File: src/rtl/gb_apu_pkg.sv
// gb_apu_pkg: register addresses, readback masks and trigger stretcher states shared by the pulse register file.
package gb_apu_pkg;
    localparam logic [7:0] NR10_ADDR = 8'h10;
    localparam logic [7:0] NR11_ADDR = 8'h11;
    localparam logic [7:0] NR12_ADDR = 8'h12;
    localparam logic [7:0] NR13_ADDR = 8'h13;
    localparam logic [7:0] NR14_ADDR = 8'h14;
    localparam logic [7:0] NR21_ADDR = 8'h16;
    localparam logic [7:0] NR22_ADDR = 8'h17;
    localparam logic [7:0] NR23_ADDR = 8'h18;
    localparam logic [7:0] NR24_ADDR = 8'h19;
    localparam logic [7:0] NR52_ADDR = 8'h26;
    localparam logic [7:0] NR10_MASK = 8'h80;
    localparam logic [7:0] NRX1_MASK = 8'h3F;
    localparam logic [7:0] NRX2_MASK = 8'h00;
    localparam logic [7:0] NRX3_MASK = 8'hFF;
    localparam logic [7:0] NRX4_MASK = 8'hBF;
    localparam logic [7:0] NR52_MASK = 8'h70;
    typedef enum logic [1:0] {ST_IDLE, ST_HIGH, ST_GAP} stretch_state_e;
endpackage

File: src/rtl/gb_triggerStretcher.sv
// gb_triggerStretcher: stretches a one-cycle trigger request into a START_CYCLES-wide start pulse
// followed by at least START_GAP low cycles; requests arriving mid-pulse collapse into one pending retrigger.
module gb_triggerStretcher import gb_apu_pkg::*; #(
    parameter int START_CYCLES = 2,
    parameter int START_GAP    = 1
) (
    input  logic clk,
    input  logic reset,
    input  logic clear,
    input  logic req,
    output logic start
);
    localparam int MAXC = (START_CYCLES > START_GAP) ? START_CYCLES : START_GAP;
    localparam int CW   = $clog2(MAXC + 1);
    stretch_state_e state_q, state_d;
    logic [CW-1:0]  cnt_q, cnt_d;
    logic           pending_q, pending_d;
    always_ff @(posedge clk or posedge reset) begin
        if (reset) begin
            state_q   <= ST_IDLE;
            cnt_q     <= '0;
            pending_q <= 1'b0;
        end else begin
            state_q   <= state_d;
            cnt_q     <= cnt_d;
            pending_q <= pending_d;
        end
    end
    always_comb begin
        state_d   = state_q;
        cnt_d     = cnt_q + 1'b1;
        pending_d = pending_q;
        case (state_q)
            ST_IDLE: begin
                cnt_d   = '0;
                state_d = req ? ST_HIGH : ST_IDLE;
            end
            ST_HIGH: begin
                pending_d = pending_q | req;
                if (cnt_q == CW'(START_CYCLES - 1)) begin
                    state_d = ST_GAP;
                    cnt_d   = '0;
                end
            end
            ST_GAP: begin
                pending_d = pending_q | req;
                if (cnt_q == CW'(START_GAP - 1)) begin
                    state_d   = (pending_q | req) ? ST_HIGH : ST_IDLE;
                    pending_d = 1'b0;
                    cnt_d     = '0;
                end
            end
            default: state_d = ST_IDLE;
        endcase
        if (clear) begin
            state_d   = ST_IDLE;
            cnt_d     = '0;
            pending_d = 1'b0;
        end
    end
    always_comb start = (state_q == ST_HIGH);
endmodule

File: src/rtl/gb_pulse_regfile.sv
// gb_pulse_regfile: CPU register file for pulse channels 1/2 and NR52 power control.
// Define GB_PULSE_READMASK_EN to OR write-only bits to 1 on readback; otherwise raw stored bits are returned.
module gb_pulse_regfile import gb_apu_pkg::*; #(
    parameter int START_CYCLES = 2,
    parameter int START_GAP    = 1
) (
    input  logic        clk,
    input  logic        reset,
    input  logic [7:0]  addr,
    input  logic        wr_en,
    input  logic [7:0]  wr_data,
    input  logic        rd_en,
    output logic [7:0]  rd_data,
    output logic        rd_valid,
    input  logic        ch1_enable,
    input  logic        ch2_enable,
    output logic [2:0]  ch1_sweep_time,
    output logic        ch1_sweep_decreasing,
    output logic [2:0]  ch1_num_sweep_shifts,
    output logic [1:0]  ch1_wave_duty,
    output logic [5:0]  ch1_length,
    output logic [3:0]  ch1_initial_volume,
    output logic        ch1_envelope_increasing,
    output logic [2:0]  ch1_num_envelope_sweeps,
    output logic [10:0] ch1_frequency,
    output logic        ch1_single,
    output logic        ch1_start,
    output logic [1:0]  ch2_wave_duty,
    output logic [5:0]  ch2_length,
    output logic [3:0]  ch2_initial_volume,
    output logic        ch2_envelope_increasing,
    output logic [2:0]  ch2_num_envelope_sweeps,
    output logic [10:0] ch2_frequency,
    output logic        ch2_single,
    output logic        ch2_start,
    output logic        apu_power
);
`ifdef GB_PULSE_READMASK_EN
    localparam logic [7:0] MASK_SEL = 8'hFF;
`else
    localparam logic [7:0] MASK_SEL = 8'h00;
`endif
    logic [6:0] nr10_q, nr10_d;
    logic [7:0] nr11_q, nr11_d, nr12_q, nr12_d, nr13_q, nr13_d;
    logic [7:0] nr21_q, nr21_d, nr22_q, nr22_d, nr23_q, nr23_d;
    logic [3:0] nr14_q, nr14_d, nr24_q, nr24_d;
    logic       power_q, power_d, rd_valid_q, rd_valid_d;
    logic [7:0] rd_data_q, rd_data_d, rd_mux;
    logic       wr_ok, power_off, trig1, trig2;
    always_comb begin
        wr_ok      = wr_en && (power_q || addr == NR52_ADDR);
        power_off  = wr_ok && addr == NR52_ADDR && power_q && !wr_data[7];
        trig1      = wr_ok && addr == NR14_ADDR && wr_data[7];
        trig2      = wr_ok && addr == NR24_ADDR && wr_data[7];
        power_d    = (wr_ok && addr == NR52_ADDR) ? wr_data[7] : power_q;
        nr10_d     = power_off ? '0 : (wr_ok && addr == NR10_ADDR) ? wr_data[6:0] : nr10_q;
        nr11_d     = power_off ? '0 : (wr_ok && addr == NR11_ADDR) ? wr_data : nr11_q;
        nr12_d     = power_off ? '0 : (wr_ok && addr == NR12_ADDR) ? wr_data : nr12_q;
        nr13_d     = power_off ? '0 : (wr_ok && addr == NR13_ADDR) ? wr_data : nr13_q;
        nr14_d     = power_off ? '0 : (wr_ok && addr == NR14_ADDR) ? {wr_data[6], wr_data[2:0]} : nr14_q;
        nr21_d     = power_off ? '0 : (wr_ok && addr == NR21_ADDR) ? wr_data : nr21_q;
        nr22_d     = power_off ? '0 : (wr_ok && addr == NR22_ADDR) ? wr_data : nr22_q;
        nr23_d     = power_off ? '0 : (wr_ok && addr == NR23_ADDR) ? wr_data : nr23_q;
        nr24_d     = power_off ? '0 : (wr_ok && addr == NR24_ADDR) ? {wr_data[6], wr_data[2:0]} : nr24_q;
        rd_valid_d = rd_en;
        rd_data_d  = rd_en ? rd_mux : rd_data_q;
    end
    // Mux reads the current flop values, so a same-cycle write is not visible until the next read.
    always_comb begin
        case (addr)
            NR10_ADDR: rd_mux = {1'b0, nr10_q} | (NR10_MASK & MASK_SEL);
            NR11_ADDR: rd_mux = nr11_q | (NRX1_MASK & MASK_SEL);
            NR12_ADDR: rd_mux = nr12_q | (NRX2_MASK & MASK_SEL);
            NR13_ADDR: rd_mux = nr13_q | (NRX3_MASK & MASK_SEL);
            NR14_ADDR: rd_mux = {1'b0, nr14_q[3], 3'b000, nr14_q[2:0]} | (NRX4_MASK & MASK_SEL);
            NR21_ADDR: rd_mux = nr21_q | (NRX1_MASK & MASK_SEL);
            NR22_ADDR: rd_mux = nr22_q | (NRX2_MASK & MASK_SEL);
            NR23_ADDR: rd_mux = nr23_q | (NRX3_MASK & MASK_SEL);
            NR24_ADDR: rd_mux = {1'b0, nr24_q[3], 3'b000, nr24_q[2:0]} | (NRX4_MASK & MASK_SEL);
            NR52_ADDR: rd_mux = {power_q, 5'b00000, ch2_enable, ch1_enable} | (NR52_MASK & MASK_SEL);
            default:   rd_mux = 8'hFF;
        endcase
    end
    always_ff @(posedge clk or posedge reset) begin
        if (reset) begin
            nr10_q     <= '0;
            nr11_q     <= '0;
            nr12_q     <= '0;
            nr13_q     <= '0;
            nr14_q     <= '0;
            nr21_q     <= '0;
            nr22_q     <= '0;
            nr23_q     <= '0;
            nr24_q     <= '0;
            power_q    <= 1'b0;
            rd_valid_q <= 1'b0;
            rd_data_q  <= '0;
        end else begin
            nr10_q     <= nr10_d;
            nr11_q     <= nr11_d;
            nr12_q     <= nr12_d;
            nr13_q     <= nr13_d;
            nr14_q     <= nr14_d;
            nr21_q     <= nr21_d;
            nr22_q     <= nr22_d;
            nr23_q     <= nr23_d;
            nr24_q     <= nr24_d;
            power_q    <= power_d;
            rd_valid_q <= rd_valid_d;
            rd_data_q  <= rd_data_d;
        end
    end
    gb_triggerStretcher #(.START_CYCLES(START_CYCLES), .START_GAP(START_GAP)) u_str1 (
        .clk(clk), .reset(reset), .clear(power_off), .req(trig1), .start(ch1_start)
    );
    gb_triggerStretcher #(.START_CYCLES(START_CYCLES), .START_GAP(START_GAP)) u_str2 (
        .clk(clk), .reset(reset), .clear(power_off), .req(trig2), .start(ch2_start)
    );
    assign rd_data                 = rd_data_q;
    assign rd_valid                = rd_valid_q;
    assign apu_power               = power_q;
    assign ch1_sweep_time          = nr10_q[6:4];
    assign ch1_sweep_decreasing    = nr10_q[3];
    assign ch1_num_sweep_shifts    = nr10_q[2:0];
    assign ch1_wave_duty           = nr11_q[7:6];
    assign ch1_length              = nr11_q[5:0];
    assign ch1_initial_volume      = nr12_q[7:4];
    assign ch1_envelope_increasing = nr12_q[3];
    assign ch1_num_envelope_sweeps = nr12_q[2:0];
    assign ch1_frequency           = {nr14_q[2:0], nr13_q};
    assign ch1_single              = nr14_q[3];
    assign ch2_wave_duty           = nr21_q[7:6];
    assign ch2_length              = nr21_q[5:0];
    assign ch2_initial_volume      = nr22_q[7:4];
    assign ch2_envelope_increasing = nr22_q[3];
    assign ch2_num_envelope_sweeps = nr22_q[2:0];
    assign ch2_frequency           = {nr24_q[2:0], nr23_q};
    assign ch2_single              = nr24_q[3];
endmodule

File: config.mk
export PLATFORM = sky130hd
export DESIGN_NAME = gb_pulse_regfile
export DESIGN_NICKNAME = d
export VERILOG_FILES = /design/src/rtl/gb_apu_pkg.sv /design/src/rtl/gb_triggerStretcher.sv /design/src/rtl/gb_pulse_regfile.sv
export SDC_FILE = /design/constraint.sdc
export NUM_CORES = 1
export LEC_CHECK = 0
export ABC_AREA = 1
export ABC_CLOCK_PERIOD_IN_PS = 3600
export CORE_MARGIN = 2
export CORE_UTILIZATION = 51
export CTS_CLUSTER_DIAMETER = 40
export DETAILED_ROUTE_END_ITERATION = 8
export GPL_TIMING_DRIVEN = 1
export PLACE_DENSITY = 0.81
export SYNTH_ARGS = -nofsm -noshare
export SYNTH_HDL_FRONTEND = slang
export SYNTH_SLANG_ARGS = --single-unit
File: constraint.sdc
create_clock -name clk -period 3.6 [get_ports clk]
set_input_delay 1.08 -clock clk [delete_from_list [all_inputs] [get_ports clk]]
set_output_delay 1.08 -clock clk [all_outputs]
set_load 0.02 [all_outputs]
Word-level counts from Yosys, hierarchy flattened:

Cells that the tools add are included.

* logic and storage cells: 121
* bits in registers: 83
* output and inout bits: 75

* equal/unequal tests: 20
* reductions and logical operators: 34
* add/subtract/negate cells: 2
* muxes and demuxes: 45
* bitwise gates (word level): 2

Operator list (number)
* 2-to-1 mux 8 bit: 12
* one-hot mux 8 bit (10 select lines): 1
* == test 8 x 5 -> 1 bit, second input constant: 9
* 2-to-1 mux 2 bit: 12
* one-hot mux 2 bit (3 select lines): 4
* nonzero test 2 bit: 9
* 2-to-1 mux 4 bit: 4
* logical AND 1 bit: 15
* 2-to-1 mux 7 bit: 2
* == test 2 x 1 -> 1 bit, second input constant: 4
* == test 8 x 6 -> 1 bit, second input constant: 1
* zero test 2 bit: 4
* 2-to-1 mux 1 bit: 8
* inequality test 3 x 1 -> 1 bit, second input constant: 2
* inequality test 3 x 2 -> 1 bit, second input constant: 2
* nonzero test 3 bit: 2
* adder 2 x 1 -> 2 bit, second input constant: 2
* == test 2 bit, second input constant: 2
* one-hot mux 1 bit (2 select lines): 2
* AND reduction 2 bit: 2
* bitwise OR 1 bit: 2
* zero test 1 bit: 1
* logical OR 1 bit: 1

Longest topological paths before layout:

Gate-level depths: netlist of run 1.

* word-level depth: 10
* gate-level depth with buffers: 12

Hierarchy:

Synthesis of run 1 repeated with hierarchy kept, for this count alone.

* cells, all modules: 557
* area, all modules: 4301.6 um^2

By module, submodules not included
* gb_pulse_regfile: instances 1, area each 3673.5 um^2, seq. area each 1826.8 um^2, cells an instance 469
* gb_triggerStretcher: instances 2, area each 314.1 um^2, seq. area each 125.1 um^2, cells an instance 44

Least setup slack after synthesis of run 1:

No wires, ideal clock.

* path kind: in2reg
* start: input port addr[6]
* end: register nr21_q[1]
* buffers on the path: 2
* slack: 1.320 ns
* required time: 3.479 ns
* arrival: 2.159 ns
* cell stages on the path: 12
* cells stage by stage: inv_1 nand2_1 nor2_1 nand2_2 nor2_4 nand3_2 buf_6 nand2_2 inv_2 buf_6 nand2_1 o21ai_2

* longest elaborated chain between the ends: 7
* elaborated cells on any way between the ends: 10
* classes of those cells: eq/ne (2); mux (1); reduce/logical (7)

RTL lines
* start: declaration: line gb_pulse_regfile.sv:9 `input logic [7:0] addr,`
* == test 8 x 6 -> 1 bit: line gb_pulse_regfile.sv:51, gb_pulse_regfile.sv:52
* logical OR 1 bit: line gb_pulse_regfile.sv:51 `wr_ok = wr_en && (power_q || addr == NR52_ADDR);`
* logical AND 1 bit: line gb_pulse_regfile.sv:51
* logical AND 1 bit (3 in a row): line gb_pulse_regfile.sv:52 `power_off = wr_ok && addr == NR52_ADDR && power_q && !wr_data[7];`
* 2-to-1 mux 8 bit or nonzero test 2 bit (tied branches)
* end signal: assignment: line gb_pulse_regfile.sv:104 `nr21_q <= nr21_d;`
* end: declaration: line gb_pulse_regfile.sv:45 `logic [7:0] nr21_q, nr21_d, nr22_q, nr22_d, nr23_q, nr23_d;`

Parallel ways exist; a longest one is shown, timed or not.
A chain may end at the register's enable or synchronous reset.

Final worst setup path of run 1:

* start: input port wr_en
* end: register nr11_q[2]

* longest elaborated chain between the ends: 5
* elaborated cells on any way between the ends: 7
* classes of those cells: mux (1); reduce/logical (6)

RTL lines
* start: declaration: line gb_pulse_regfile.sv:10 `input logic wr_en,`
* logical AND 1 bit (*): line gb_pulse_regfile.sv:51
* logical AND 1 bit (3 in a row): line gb_pulse_regfile.sv:52
* 2-to-1 mux 8 bit or nonzero test 2 bit (tied branches)
* end signal: assignment: line gb_pulse_regfile.sv:100 `nr11_q <= nr11_d;`
* end: declaration: line gb_pulse_regfile.sv:44 `logic [7:0] nr11_q, nr11_d, nr12_q, nr12_d, nr13_q, nr13_d;`

Every way passes the cells marked *; elsewhere a longest branch is shown, timed or not.

==> results of run 1 <==
[metal layers]
layer  wire length (um)  track usage [%]
met1               5631            42.60
met2               6337            49.24
met3               1099            6.186
met4                389            11.31
met5                  0                0
[registers in the layout (all words and copies together), names as in the netlist]
register / count
u_str2.pending_q: 1
nr22_q: 8
nr24_q: 4
u_str1.state_q: 2
u_str1.cnt_q: 2
nr21_q: 8
rd_valid: 1
nr11_q: 8
nr12_q: 8
rd_data: 8
u_str2.cnt_q: 2
nr10_q: 7
apu_power: 1
nr14_q: 4
u_str1.pending_q: 1
u_str2.state_q: 2
nr13_q: 8
nr23_q: 8
[final timing paths]
| kind | startpoint | end | slack, ps | depth (start not counted) |
|---|---|---|---|---|
| setup / recovery | wr_en | nr11_q[2]$_DFFE_PP0P_ | 590 | 6 |
| hold / removal | u_str2.pending_q$_DFFE_PP0P_ | u_str2.pending_q$_DFFE_PP0P_ | 500 | 2 |
| setup reg to reg | apu_power$_DFFE_PP0N_ | nr11_q[2]$_DFFE_PP0P_ | 1660 | 3 |
| hold reg to reg | u_str2.pending_q$_DFFE_PP0P_ | u_str2.pending_q$_DFFE_PP0P_ | 500 | 2 |
| max in group asynchronous | reset | nr24_q[1]$_DFFE_PP0P_ | 1810 | 3 |
| min in group asynchronous | reset | nr13_q[4]$_DFFE_PP0P_ | 1110 | 2 |
[kinds of logic (layout without fill, tap and decap cells)]
logic type | Yosys count | count (layout) | synth area share [%]
buf+inv | 72 | 172 | 6.987
simple gates | 314 | 314 | 32.20
flops | 83 | 83 | 48.33
compound gates | 81 | 81 | 10.45
fa+ha+maj | 7 | 7 | 2.038
[power by group]
| group | leakage, uW | internal [uW] | switching, uW |
|---|---|---|---|
| clock network | 0.000112 | 457 | 339 |
| registers | 0.00106 | 990 | 52.7 |
| logic | 0.00144 | 161 | 222 |
[worst max-delay path, delay by kind of cell]
family,cells,cell delay (ps)
AOI/OAI and AO/OA,1,160
and+or+nand+nor,3,1220
buffers and inverters,2,760
[per-stage QoR]
step           std cells  util (%)
2_1_floorplan        557         -
3_3_place_gp         747     65.52
3_5_place_dp         747     65.52
4_1_cts              762     68.33
5_1_grt              762     68.33
6_report             762     68.33
[layout make-up]
type	instances	area [um2]	area share [%]
Clock buffer	10	127.6	2.284
Tap cell	105	131.4	2.352
Timing Repair Buffer	101	1011	18.10
Clock inverter	5	102.6	1.836
Sequential cell	83	2077	37.18
Multi-Input combinational cell	402	1926	34.47
Inverter	56	211.5	3.785
[cells in the final DEF (no fill, tap or decap)]
cell | netlist | layout
ha_1 | 7 | 7
o21ai_1 | 37 | 37
clkbuf_8 | 0 | 9
inv_1 | 49 | 48
nor2_1 | 62 | 62
clkbuf_1 | 2 | 1
nor2_2 | 4 | 3
a32oi_1 | 1 | 1
inv_2 | 7 | 7
clkdlybuf4s50_1 | 0 | 96
a21oi_1 | 2 | 2
o22ai_1 | 7 | 7
o21ai_0 | 25 | 25
nand2_1 | 147 | 147
or2_2 | 4 | 4
clkinvlp_4 | 0 | 1
o21ai_2 | 6 | 6
nand2_2 | 13 | 13
nand3_1 | 65 | 65
nand4_2 | 1 | 1
o21a_1 | 2 | 2
a21oi_2 | 1 | 1
bufinv_16 | 0 | 3
buf_4 | 0 | 4
clkinv_2 | 0 | 2
nor3_1 | 3 | 3
buf_12 | 0 | 1
nor2_4 | 2 | 3
dfrtp_1 | 83 | 83
nand4_1 | 10 | 10
nand3_2 | 3 | 3
==> summary.md, run 1 <==
| Metric | Value |
|---|---|
| Ys Warns | 0 |
| Clk Latency, worst-skew pair | roughly 350 ps |
| Crit path max fanout | 18 |
| Post-route ant nets | 0 |
| Worst VDD drop | between 200 and 250 uV |
| CP endpoint kind | flop |
| Residual DRC | 0 |
| Post-synth top area share | about 48% |
| Vias per cell | around 5.6 |
| Slew HR | 56.22% |
| Maxcap violations | 0 |
| Worst hold-check path type | reg -> reg |
| Cell variety after synth | 26 |
| Die footprint | slightly above 0.009 mm2 |
| Detailed router's first-iteration violation count | slightly above 300 |
| Fmax | roughly 0.33 GHz |
| First-pass GRT wire length | about 21 mm |
| Wire per inst | about 18 um |
| Pleak | between 0.002 and 0.003 uW |
| Routed WL | 13.46 mm |
| Placed instance area | approximately 0.0054 mm2 |
| Most common cell in the netlist | nand2_1 |
| # nets final | approximately 680 |
| PortBufs | 96 |
| Post-Synthesis Net Count | between 500 and 600 |
| Final Cell Area | approximately 0.0056 mm2 |
| Gr usage total | 31.11% |
| CP max stage cell | clkdlybuf4s50_1 |
| Largest cells by area after synthesis | dfrtp_1, nand2_1, nand3_1 |
| Vias in the first global route | a little over 4k |
| Vias | between 4k and 5k |
| CTS Root Cell | clkbuf_8 |
| Clock-pin slew on the worst setup and hold paths | ~90 ps |
| Post-CTS Resized | 0 |
| Vert. Die Dim | approximately 96 um |
| Main synth FF type | dfrtp_1 |
| Asr flop ratio synth | 100.0% |
| CP Launch Type | primary input |
| Placer Congestion | between 0.9 and 1 |
| Crit path cell chain | clkdlybuf4s50_1 -> inv_2 -> nor2_1 -> nand4_2 -> nand2_1 -> o21ai_0 |
| Average cell area after synthesis | about 7.7 um2 |
| Clock Path Buffers | 2 |
| Initial core utilization | 52.57% |
| Fill cells | 722 |
| Core ar. | between 0.008 and 0.009 mm2 |
| Dpl ws | ~210 ps |
| Rows | 33 |
| Seq/Total Area, Yosys | between 40% and 50% |
| # Post-CTS Setup Buffers | 0 |
| CTS sink cnt | 83 |
| Required @ worst endpoint | roughly 3800 ps |
| Final setup fails | 0 |
| CP max stage delay | about 640 ps |
| Final hold viol count | 0 |
| Die width | between 90 and 100 um |
| Area Growth Syn to Fin | 29.99% |
| Commonest cells post-synth | nand2_1, dfrtp_1, nand3_1, nor2_1, inv_1 |
| Gr ovfl total | 0 |
| RSZ-0062 raised after global routing | false |
| # H-tree levels | 3 |
| Largest net degree at the start of global routing | 47 |
| Synthesis-stage register bit count | 83 |
| Area leader, netlist | dfrtp_1 |
| Antenna cell count | 0 |
| Post-Syn Area | approximately 0.0043 mm2 |
| Final worst path period share | a little over four fifths |
| Setup TNS | 0 ps |
| CP Class | in -> reg |
| Status | complete, no violations |
| Crit path DAT | roughly 3200 ps |
| DRT Pass-1 Iters | 5 |
| TritonCTS clock tree | done |
| EDFF count, synth | 0 |
| Hold Worst Slack | 502.8 ps |
| Post-DP HPWL | around 10 mm |
| Initial antenna violation count | 0 |
| CTS buffer count | 9 |
| Slew Viols, Final | 0 |
| Post-CTS Hold Fix Bufs | 0 |
| Min Tclk post-route | ~3000 ps |
| Final worst-path setup slack | around 590 ps |
| IO Count | 97 |
| Clk_skew | approximately 11 ps |
| Power Total | around 2200 uW |
| Share of cells above drive strength 1 | 9.285% |
| Cells after Synth | 557 |
| Worst-margin pin slew | 655.9 ps |
| Pwr/cell area | between 300 and 400 mW/mm2 |
Note: power is estimated with default switching activity, not from simulation.
==> run 2, diff against run 1 <==
Settings changed: ABC_CLOCK_PERIOD_IN_PS 3600 to 2400, CORE_UTILIZATION 51 to 46, PLACE_DENSITY 0.81 to 0.77.
Clock period 3.6 ns to 2.4 ns, I/O delays scaled along.
==> summary.md, run 2 (synthesis gave the netlist of run 1 again) <==
| Metric | Value |
|---|---|
| First-pass GRT wire length | 21.87 mm (was 21.26 mm) |
| Clk Latency, worst-skew pair | 360 ps (was 350 ps) |
| Final setup fails | 0 (unchanged) |
| Crit path DAT | 1590 ps (was 3230 ps) |
| Most common cell after layout, fill and taps aside | nand2_1 (unchanged) |
| CTS Root Cell | clkbuf_8 (unchanged) |
| Clk_skew | 10.70 ps (was 11.08 ps) |
| Slew Viols, Final | 0 (unchanged) |
| Clock-pin slew on the worst setup and hold paths | 90 ps (about the same) |
| Status | complete, no violations (unchanged) |
| Post-route ant nets | 0 (unchanged) |
| Clock Path Buffers | 2 (unchanged) |
| Vias in the first global route | 4,278 (was 4,119) |
| Critical Path Start | apu_power$_DFFE_PP0N_ (was wr_en) |
| Vias per cell | 5.364 (was 5.593) |
| Most frequent cells in the layout | nand2_1, clkdlybuf4s50_1, dfrtp_1, nand3_1, nor2_1 (unchanged) |
| Die width | 100.7 um (was 95.80 um) |
| DRT Pass-1 Iters | 5 (unchanged) |
| Worst Hold Launch | u_str1.pending_q$_DFFE_PP0P_ (was u_str2.pending_q$_DFFE_PP0P_) |
| Initial core utilization | 46.96% (was 52.57%) |
| Post-CTS Hold Fix Bufs | 0 (unchanged) |
| Wire per inst | 16.72 um (was 17.66 um) |
| Rows | 35 (was 33) |
| Worst r2r src | apu_power$_DFFE_PP0N_ (unchanged) |
| Fill cells | 782 (was 722) |
| Min Tclk post-route | roughly 2300 ps |
| Multi-input logic area | 0.001921 mm2 (was 0.001926 mm2) |
| CP max stage delay | 700 ps (was 640 ps) |
| Placed instance area | 0.005899 mm2 (was 0.005356 mm2) |
| Area Growth Syn to Fin | 41.37% (was 29.99%) |
| RSZ-0062 raised after global routing | false (unchanged) |
| Worst VDD drop | 289.8 uV (was 212.6 uV) |
| CP Class | reg -> out (was in -> reg) |
| CP Launch Type | flop (was primary input) |
| CP max stage cell | clkdlybuf4s50_1 (unchanged) |
| Sequential Area | 0.002077 mm2 (unchanged) |
| Cell Count, Final, Fillers Out | 829 (was 762) |
| Residual DRC | 0 (unchanged) |
| Util after Layout | 66.38% (was 68.33%) |
| Crit path cell chain | clkdlybuf4s50_1 (was clkdlybuf4s50_1 -> inv_2 -> nor2_1 -> nand4_2 -> nand2_1 -> o21ai_0) |
| # H-tree levels | 3 (unchanged) |
| Required @ worst endpoint | 1680 ps (was 3810 ps) |
| Post-CTS Resized | 1 (was 0) |
| # Post-CTS Setup Buffers | 0 (unchanged) |
| Initial antenna violation count | 0 (unchanged) |
| Pleak | 0.002934 uW (was 0.002618 uW) |
| Largest net degree at the start of global routing | 84 (was 47) |
| Maxcap violations | 0 (unchanged) |
| Dpl ws | -156.2 ps (was 209.1 ps) |
| R2r setup slk | 780 ps (was 1660 ps) |
| Detailed router's first-iteration violation count | 361 (was 309) |
| Final worst-path setup slack | 93.83 ps (was 585.8 ps) |
| Fmax | ~0.43 GHz |
| Antenna cell count | 0 (unchanged) |
| Power Total | 3128 uW (was 2220 uW) |
| Vias | 4,447 (was 4,262) |
| Gr usage total | 28.37% (was 31.11%) |
| Placer Congestion | 0.9737 (was 0.9560) |
| Pwr/cell area | 514.8 mW/mm2 (was 397.3 mW/mm2) |
| Final worst path period share | 96.09% |
| PortBufs | 96 (unchanged) |
| Die footprint | 0.01013 mm2 (was 0.009178 mm2) |
| Crit path max fanout | 6 (was 18) |
| # nets final | 742 (was 682) |
| Gr ovfl total | 0 (unchanged) |
| Worst-margin pin slew | 435.9 ps (was 655.9 ps) |
| Core ar. | 0.009153 mm2 (was 0.008175 mm2) |
| Delay-heaviest family, CP | buffers and inverters (was simple AND/OR/NAND/NOR gates) |
| WP buf/inv | 1 (was 2) |
| Routed WL | 13.86 mm (was 13.46 mm) |
| TritonCTS clock tree | done (unchanged) |
| Final Cell Area | 0.006076 mm2 (was 0.005587 mm2) |
| Cell Count Post-Placement | 813 (was 747) |
| Slew HR | 70.94% (was 56.22%) |
| Final hold viol count | 0 (unchanged) |
| IO Count | 97 (unchanged) |
| CTS buffer count | 9 (unchanged) |
| Share of cells above drive strength 1 | 17.13% (was 9.285%) |
| Worst hold-check path type | reg -> reg (unchanged) |
| CTS sink cnt | 83 (unchanged) |
| Post-DP HPWL | 10.38 mm (was 9.918 mm) |
| Vert. Die Dim | 100.7 um (was 95.80 um) |
| CP endpoint kind | output port (was flop) |
-- run 2: cell types whose count changed in the layout (fill, tap and decap cells not counted), moves of 2 or more --
| cell | before | now |
|---|---|---|
| inv_6 | 0 | 3 |
| clkdlybuf4s50_1 | 96 | 94 |
| buf_12 | 1 | 8 |
| bufinv_16 | 3 | 0 |
| buf_4 | 4 | 57 |
| clkinvlp_4 | 1 | 3 |
-- run 2: stage by stage --
stage	TNS (ps)	hold slack, ps
after global placement	-4739	482.9
after CTS	0	512.7
final	0	516.0
after global routing	0	531.6
after floorplan	0	465.8
after detailed placement	-6389	491.1
-- run 2: path summary, 6_finish.rpt --
path,cells after the start,endpoint
max,1,apu_power
min in group asynchronous,3,rd_valid$_DFF_PP0_
min,2,u_str1.pending_q$_DFFE_PP0P_
min reg2reg,2,u_str1.pending_q$_DFFE_PP0P_
max reg2reg,4,nr23_q[0]$_DFFE_PP0P_
max in group asynchronous,3,nr10_q[3]$_DFFE_PP0P_
-- run 2: cell type report --
| class | instances | area share, % |
|---|---|---|
| clock inverters | 7 | 0.8443 |
| well taps | 111 | 2.286 |
| clock buffers | 9 | 2.039 |
| inverters | 56 | 3.521 |
| repair buffers | 161 | 25.51 |
| multi-input cells | 402 | 31.61 |
| flip-flops and latches | 83 | 34.18 |
-- run 2: where the power goes --
part	total [uW]	internal, uW	switching, uW
Combinational	619	281	338
Sequential	1570	1480	83.2
Clock	942	384	558
-- run 2: layer usage --
| layer | track usage, % | wire (um) |
|---|---|---|
| met2 | 45.23 | 6487 |
| met1 | 39.74 | 6053 |
| met3 | 4.300 | 983 |
| met5 | 0 | 0 |
| met4 | 9.378 | 335 |
